==> config.mk <==
export PLATFORM = sky130hd
export DESIGN_NAME = uncache_handler
export DESIGN_NICKNAME = d
export VERILOG_FILES = /design/src/rtl/uncache_handler.sv
export SDC_FILE = /design/constraint.sdc
export NUM_CORES = 1
export LEC_CHECK = 0
export CAP_MARGIN = 10
export CORE_ASPECT_RATIO = 0.7
export CORE_MARGIN = 3
export CORE_UTILIZATION = 45
export DETAILED_ROUTE_END_ITERATION = 7
export PLACE_DENSITY_LB_ADDON = 0.1
export SYNTH_ARGS = -nofsm -noshare
export SYNTH_HDL_FRONTEND = slang
export SYNTH_SLANG_ARGS = --single-unit
==> constraint.sdc <==
create_clock -name clk -period 10 [get_ports clk]
set_input_delay 1.5 -clock clk [delete_from_list [all_inputs] [get_ports clk]]
set_output_delay 1.5 -clock clk [all_outputs]
set_load 0.05 [all_outputs]
==> src/rtl/uncache_handler.sv <==
// Uncached access serialiser: arbitrates write-buffer stores and read-buffer loads
// onto the single uncached memory port, one transaction at a time.
module uncache_handler #(
  parameter bit WRITE_FIRST = 1'b1
) (
  input  logic        clk,
  input  logic        rst,
  input  logic        wb_w,
  input  logic [31:0] wb_waddr,
  input  logic [1:0]  wb_size,
  input  logic [31:0] wb_data,
  output logic        wb_ready,
  input  logic        rb_rvalid,
  input  logic [31:0] rb_raddr,
  input  logic [1:0]  rb_rsize,
  output logic        rb_uready,
  output logic        rb_uvalid,
  output logic [31:0] rb_udata,
  input  logic        rb_rready,
  output logic        mem_uvalid,
  output logic        mem_uwen,
  output logic [31:0] mem_uaddr,
  output logic [31:0] mem_udata,
  output logic [3:0]  mem_ustrobe,
  output logic [2:0]  mem_usize,
  input  logic        mem_mready,
  input  logic        mem_mvalid,
  input  logic [31:0] mem_mdata,
  output logic        mem_uready
);

  localparam logic [2:0] S_IDLE  = 3'd0;
  localparam logic [2:0] S_WREQ  = 3'd1;
  localparam logic [2:0] S_WRESP = 3'd2;
  localparam logic [2:0] S_RREQ  = 3'd3;
  localparam logic [2:0] S_RRESP = 3'd4;
  localparam logic [2:0] S_RDONE = 3'd5;

  logic [2:0]  state_q,  state_d;
  logic        first_q,  first_d;
  logic [31:0] addr_q,   addr_d;
  logic [1:0]  size_q,   size_d;
  logic [2:0]  usize_q,  usize_d;
  logic [31:0] wdata_q,  wdata_d;
  logic [3:0]  strobe_q, strobe_d;
  logic [31:0] rdata_q,  rdata_d;

  // Size encoding: 1 byte, 2 half, 3 word; 0 (nil) behaves as word.
  function automatic logic [3:0] strobe_of(input logic [1:0] size, input logic [1:0] lane);
    case (size)
      2'd1:    return 4'b0001 << lane;
      2'd2:    return 4'b0011 << {lane[1], 1'b0};
      default: return 4'b1111;
    endcase
  endfunction

  function automatic logic [2:0] usize_of(input logic [1:0] size);
    case (size)
      2'd1:    return 3'd0;
      2'd2:    return 3'd1;
      default: return 3'd2;
    endcase
  endfunction

  function automatic logic [31:0] read_mask(input logic [1:0] size);
    case (size)
      2'd1:    return 32'h0000_00FF;
      2'd2:    return 32'h0000_FFFF;
      default: return 32'hFFFF_FFFF;
    endcase
  endfunction

  always_comb begin
    // NOTE: every next-state signal gets a default first so no path leaves it unassigned (no latches).
    state_d  = state_q;
    first_d  = 1'b0;
    addr_d   = addr_q;
    size_d   = size_q;
    usize_d  = usize_q;
    wdata_d  = wdata_q;
    strobe_d = strobe_q;
    rdata_d  = rdata_q;
    case (state_q)
      S_IDLE: begin
        if (wb_w && (WRITE_FIRST || !rb_rvalid)) begin
          state_d  = S_WREQ;
          first_d  = 1'b1;
          addr_d   = wb_waddr;
          size_d   = wb_size;
          usize_d  = usize_of(wb_size);
          wdata_d  = wb_data << {wb_waddr[1:0], 3'b000};
          strobe_d = strobe_of(wb_size, wb_waddr[1:0]);
        end else if (rb_rvalid) begin
          state_d  = S_RREQ;
          first_d  = 1'b1;
          addr_d   = rb_raddr;
          size_d   = rb_rsize;
          usize_d  = usize_of(rb_rsize);
          wdata_d  = '0;
          strobe_d = '0;
        end
      end
      S_WREQ:  if (mem_mready) state_d = S_WRESP;
      S_WRESP: if (mem_mvalid) state_d = S_IDLE;
      S_RREQ:  if (mem_mready) state_d = S_RRESP;
      S_RRESP: begin
        if (mem_mvalid) begin
          rdata_d = (mem_mdata >> {addr_q[1:0], 3'b000}) & read_mask(size_q);
          state_d = S_RDONE;
        end
      end
      S_RDONE: if (rb_rready) state_d = S_IDLE;
      default: state_d = S_IDLE;
    endcase
  end

  always_ff @(posedge clk or posedge rst) begin
    if (rst) begin
      state_q  <= S_IDLE;
      first_q  <= 1'b0;
      addr_q   <= '0;
      size_q   <= '0;
      usize_q  <= '0;
      wdata_q  <= '0;
      strobe_q <= '0;
      rdata_q  <= '0;
    end else begin
      state_q  <= state_d;
      first_q  <= first_d;
      addr_q   <= addr_d;
      size_q   <= size_d;
      usize_q  <= usize_d;
      wdata_q  <= wdata_d;
      strobe_q <= strobe_d;
      rdata_q  <= rdata_d;
    end
  end

  // Capture pulses fire only on the first cycle after leaving IDLE.
  assign wb_ready    = first_q && (state_q == S_WREQ);
  assign rb_uready   = first_q && (state_q == S_RREQ);
  assign mem_uvalid  = (state_q == S_WREQ) || (state_q == S_RREQ);
  assign mem_uwen    = (state_q == S_WREQ);
  assign mem_uready  = (state_q == S_WRESP) || (state_q == S_RRESP);
  assign mem_uaddr   = addr_q;
  assign mem_udata   = wdata_q;
  assign mem_ustrobe = strobe_q;
  assign mem_usize   = usize_q;
  assign rb_uvalid   = (state_q == S_RDONE);
  assign rb_udata    = rdata_q;

endmodule
==> reports/results.ini <==
[synthesis]
ys_top_cells_by_count = 108 x dfrtp_1, 105 x nand2_1, 75 x mux2i_1
synthArstFlopShare = 1.000
syn-num-nets = 677
ys_warn_count = 0
ys.flop_type = dfrtp_1
ys_seq_elements = 108
post-synth-top-count-cell = dfrtp_1
syn-cell-area_um2 = 5364
seq_area_frac_synth = 0.5038
syn_inst = 534
synth_edf_count = 0
synth_largest_area_cell = dfrtp_1
ys_types = 36
synth_area_leaders = dfrtp_1 50%, mux2i_1 14%, nand2_1 7.3%, o21ai_0 6.0%, a22o_1 3.1%
syn_area_per_cell_um2 = 10.04
netlist.area_leader.share = 0.5038

[global_routing]
grt_max_degree = 118
grt_pass1_wl_um = 25780
grt_pass1_vias = 4868
grt.total_usage = 0.2440
antenna_found_initial = 0
grt-ovfl-total = 0

[worst_setup_path]
cpMaxStageDelayCell = clkdlybuf4s50_1
path_buf_inv = 2
reg2reg_slack_ns = 7.41
crit_path_end = rb_uready
worst_path_largest_cell_delay_ns = 0.81
r2r-end = mem_udata[5]
crit_arrival_ns = 2.15
crit_path_start = state_q[0]
worst_r2r_path_depth = 6
cp_top_family = buffers and inverters
crit_chain = inv_1, nor2_1, and3_1, clkdlybuf4s50_1
crit_required_ns = 8.50
start_kind = flop
r2r_start = state_q[2]
cp_num_cells = 4
endpoint_kind = primary output
path_class = flop to primary output
crit_fanout = 9

[routing]
ant_nets = 0
wl_um = 16510
drt-initial-drc-count = 257
vias_per_cell = 5.292
post_drt_wl_per_cell_um = 18.08
num_vias = 4832
dr.pass1.iters = 5
drc = 0

[timing]
worst_pin_slew_ns = 1.031
fin_crit_ns = 3.651
slew_headroom = 0.3129
final.setup.tns_ns = 0
finalCritPeriodShare = 0.3651
drv_slew = 0
hold_viol_final = 0
rsz0062_at_grt = no
finalClockSkew_ns = 0.005165
setup_viol = 0
max_freq_ghz = 0.2739

[clocking]
cts_max_path_buffers = 2
cts_root_buf = clkbuf_16
cts.sinks = 108
cts-buffers-inserted = 9
htreeDepth = 3
hold_buffers = 0
cts_tree = built
clkLatencyLatePin_ns = 0.34
clkTransAtPathRegs_ns = 0.07
post_cts_buffers = 0
cts_resized = 0

[run]
drv_cap = 0

[floorplan]
io-pin-count = 248
die_w_um = 136.5
num_rows = 32
fp.dieH_um = 97.35
start_util = 0.4734
core_um2 = 11330
die_area_um2 = 13290

[layout]
nFillCells = 857
layout-drive-gt1-share = 0.04605
multi_input_area_um2 = 2421
layout.nets = 898
finalNonFillerCells = 913
area_growth_pct = 51.55
regArea_um2 = 2703
fin_util = 0.7174
diodes = 0

[placement]
port_buffers = 246
gp_congestion = 0.8747
dpl.hpwl_um = 12600
dpl.cell_count = 897

[hold_path]
hold_path.class = flop to flop
worstHoldStart = mem_uaddr[17]

[pwr]
vdd_drop_max_mv = 0.2166
p_per_area_nw_per_um2 = 341.8
p_leak_uw = 0.003604

[status]
status = finished clean

-- cell usage in the layout (no fill, tap or decap), drive strengths merged --
cell type      count
nand3              8
nand4bb            1
or3b               1
o21bai             2
mux2               8
a221oi             1
nor2              18
a22o              19
buf                7
dfrtp            108
a211oi             9
mux2i             75
clkinv             3
ha                 4
a21oi             20
o21ai             65
nor2b              9
conb               1
inv                9
xnor2              1
a32o               8
nor3               2
clkdlybuf4s50    245
nand2            105
and3               1
clkinvlp           2
o31ai              8
o22ai              1
clkbuf            12
a31o               1
nand2b             3
and2               2
o21ba              1
-- through the flow --
stage / cell area [µm²] / power [µW] / hold WS [ns] / setup slack (ns)
2_1_floorplan: 5364 / 1872 / 0.4498 / 5.654
3_3_place_gp: 7858 / 2429 / 0.4555 / 6.234
3_5_place_dp: 7858 / 2460 / 0.4648 / 6.120
4_1_cts: 8129 / 2793 / 0.4836 / 6.356
5_1_grt: 8129 / 2919 / 0.5059 / 6.200
6_report: 8129 / 2778 / 0.4783 / 6.349
-- cells by family (layout without fill, tap and decap cells) --
logic type      count (synthesis)  count (layout)  share of synthesized area
buf+inv                        52             278                    0.04618
compound gates                135             135                     0.1589
flops                         108             108                     0.5038
other cells                     1               1                  0.0006991
mux                            83              83                     0.1568
xor+xnor                        1               1                   0.001633
fa+ha+maj                       4               4                   0.009331
simple gates                  150             150                     0.1227
-- metal layers --
layer | global-route usage | part of all wire
met1 | 0.3364 | 0.44
met2 | 0.3929 | 0.47
met3 | 0.05487 | 0.074
met4 | 0.05732 | 0.013
met5 | 0 | 0
-- layout make-up --
cell class	count	share of cell area
clock buffer	12	0.03032
clock inverter	4	0.003078
inverter	10	0.004925
multi-input combinational	374	0.2978
sequential	108	0.3325
tap	153	0.02355
timing repair buffer	252	0.3078
-- report_power, final --
| group | switching [µW] | internal, µW |
|---|---|---|
| Combinational | 1120 | 564 |
| Clock | 152 | 175 |
| Sequential | 131 | 638 |
| Total | 1400 | 1380 |
-- flip-flops by register name, summed over array words and instances, names as in the netlist --
register	count
size_q	2
state_q	3
mem_uaddr	32
mem_usize	2
mem_udata	32
first_q	1
rb_udata	32
mem_ustrobe	4
-- worst min-delay path by stage --
| stage | end | depth (start not counted) |
|---|---|---|
| 4_1_cts | mem_uaddr[17] | 2 |
| 3_3_place_gp | mem_udata[7] | 2 |
| 3_5_place_dp | mem_udata[5] | 2 |
| 5_1_grt | mem_uaddr[7] | 2 |
| 2_1_floorplan | size_q[1] | 2 |
| 6_report | mem_uaddr[17] | 2 |
-- worst min-delay path, delay by kind of cell (launching register included) --
| kind | cells | cell delay (ns) |
|---|---|---|
| and+or+nand+nor | 1 | 0.04 |
| DFF | 1 | 0.34 |
| AOI/OAI and AO/OA | 1 | 0.06 |
Note: power is estimated with default switching activity, not from simulation.
==> edit, RTL diff (same settings) <==
`WRITE_FIRST`: 1'b1 -> 1'b0.
--- a/src/rtl/uncache_handler.sv
+++ b/src/rtl/uncache_handler.sv
@@ -2,5 +2,5 @@
 // onto the single uncached memory port, one transaction at a time.
 module uncache_handler #(
-  parameter bit WRITE_FIRST = 1'b1
+  parameter bit WRITE_FIRST = 1'b0
 ) (
   input  logic        clk,
Formal check against the unedited RTL: not equivalent (Yosys sat finds a counterexample within 4 cycles, from zero or initial values and one cycle with rst high).
==> edit against the original RTL <==
Register-to-register slack better by 0.22 ns. Cell area rose by 0.80%. Cell count shrank 1.8%. Sequential cell count unchanged. Total power fell by 4.6%. Non-clock buffer count unchanged. First-iteration DRC count is 37% higher. Setup slack worse by 0.048 ns. Routed wire length decreased by 0.60%. Area after synthesis shrank 0.23%. Critical path type unchanged.
==> edit: results (changes against the original RTL) <==
The run finished with clean final reports. For the number of library cell types mapped by synthesis, the log shows 34 (-5.6%). The combined global-route utilization of all metal layers was 0.246 (+0.00239); the depth of the worst register-to-register path was 4 (-2). By area the synthesized netlist is led by sky130_fd_sc_hd__dfrtp_1 (51%), sky130_fd_sc_hd__mux2i_1 (14%), sky130_fd_sc_hd__nand2_1 (6.3%), sky130_fd_sc_hd__o21ai_0 (5.9%), sky130_fd_sc_hd__a22o_1 (4.4%). The tools report the maximum VDD drop as 0.000304 V (+41%). The share of final layout cell area taken by clock buffers and inverters came out at 0.0412 (+0.00783).

The xor/xnor cell area share of the yosys netlist was 0.00164 (+0.00000382). The tools report the worst clock skew on the final layout as 0.00682 ns (+0.00166 ns). The number of nets in the final layout was 884 (-1.6%); the global-route track usage on met1 was 0.319 (-0.0178).

The logs give 0.406 (+0.0134) for the global-route track usage on met2 and 12100 um (-3.8%) for the detailed placer's ending HPWL. The logs give 361 (-3.5%) for the number of combinational gates with multiple inputs and 108 (unchanged) for the total number of sequential cells. The fraction of power spent switching nets came out at 0.481 (-0.0231).

The multi-input gate share of total cell area was 0.295 (-0.00267). The global placer's final weighted congestion is 0.808 (-7.6%), and the combinational group power is 1.52 mW (-9.5%). The tools report the detailed-route wire length on metal 1 as 6770 um (-7.6%). The number of filler cells placed in the layout came out at 842 (-1.8%). The worst slack at placement is 6.16 ns (+0.0398 ns), and the largest net degree at the start of global routing is 119 (+0.85%).

The relative slew slack came out at 0.263 (-0.0496). The run gives 4916 (+0.99%) as the via count of the first global-routing pass.
## edit: cell types whose count changed in the layout (fill, tap and decap cells not counted), moves of 2 or more
cell	unedited run	this run
sky130_fd_sc_hd__nand2_1	105	90
sky130_fd_sc_hd__a22o_1	19	27
sky130_fd_sc_hd__nand3_1	8	0
sky130_fd_sc_hd__bufinv_16	0	3
sky130_fd_sc_hd__a21oi_1	20	22
sky130_fd_sc_hd__clkbuf_1	2	0
sky130_fd_sc_hd__clkinv_2	2	0
sky130_fd_sc_hd__clkinvlp_4	2	0
## edit: path summary, 6_finish.rpt
check / end / slack (ns) / start
worst max register to register: rb_udata[26]$_DFFE_PP0P_ / 7.63 / state_q[1]$_DFFE_PP0P_
min in group asynchronous: rb_udata[1]$_DFFE_PP0P_ / 1.51 / rst
max in group asynchronous: mem_ustrobe[3]$_DFFE_PP0P_ / 7.19 / rst
worst min-delay path: mem_ustrobe[1]$_DFFE_PP0P_ / 0.47 / mem_ustrobe[1]$_DFFE_PP0P_
worst max-delay path: wb_ready / 6.30 / state_q[0]$_DFFE_PP0P_
worst min register to register: mem_ustrobe[1]$_DFFE_PP0P_ / 0.47 / mem_ustrobe[1]$_DFFE_PP0P_
## edit: per-stage QoR
| step | cell area, um^2 | utilization | power [mW] | std cells |
|---|---|---|---|---|
| after detailed placement | 7860 | 0.696 | 2.25 | 883 |
| after floorplan | 5350 | - | 1.73 | 519 |
| after CTS | 8190 | 0.726 | 2.67 | 897 |
| after global routing | 8190 | 0.726 | 2.79 | 897 |
| after global placement | 7860 | 0.696 | 2.22 | 883 |
| final | 8190 | 0.726 | 2.65 | 897 |
## edit: worst min-delay path, cell delays in order (launching register included)
cell	delay, ns
sky130_fd_sc_hd__dfrtp_1	0.34
sky130_fd_sc_hd__nand2_1	0.05
sky130_fd_sc_hd__nand2_1	0.05
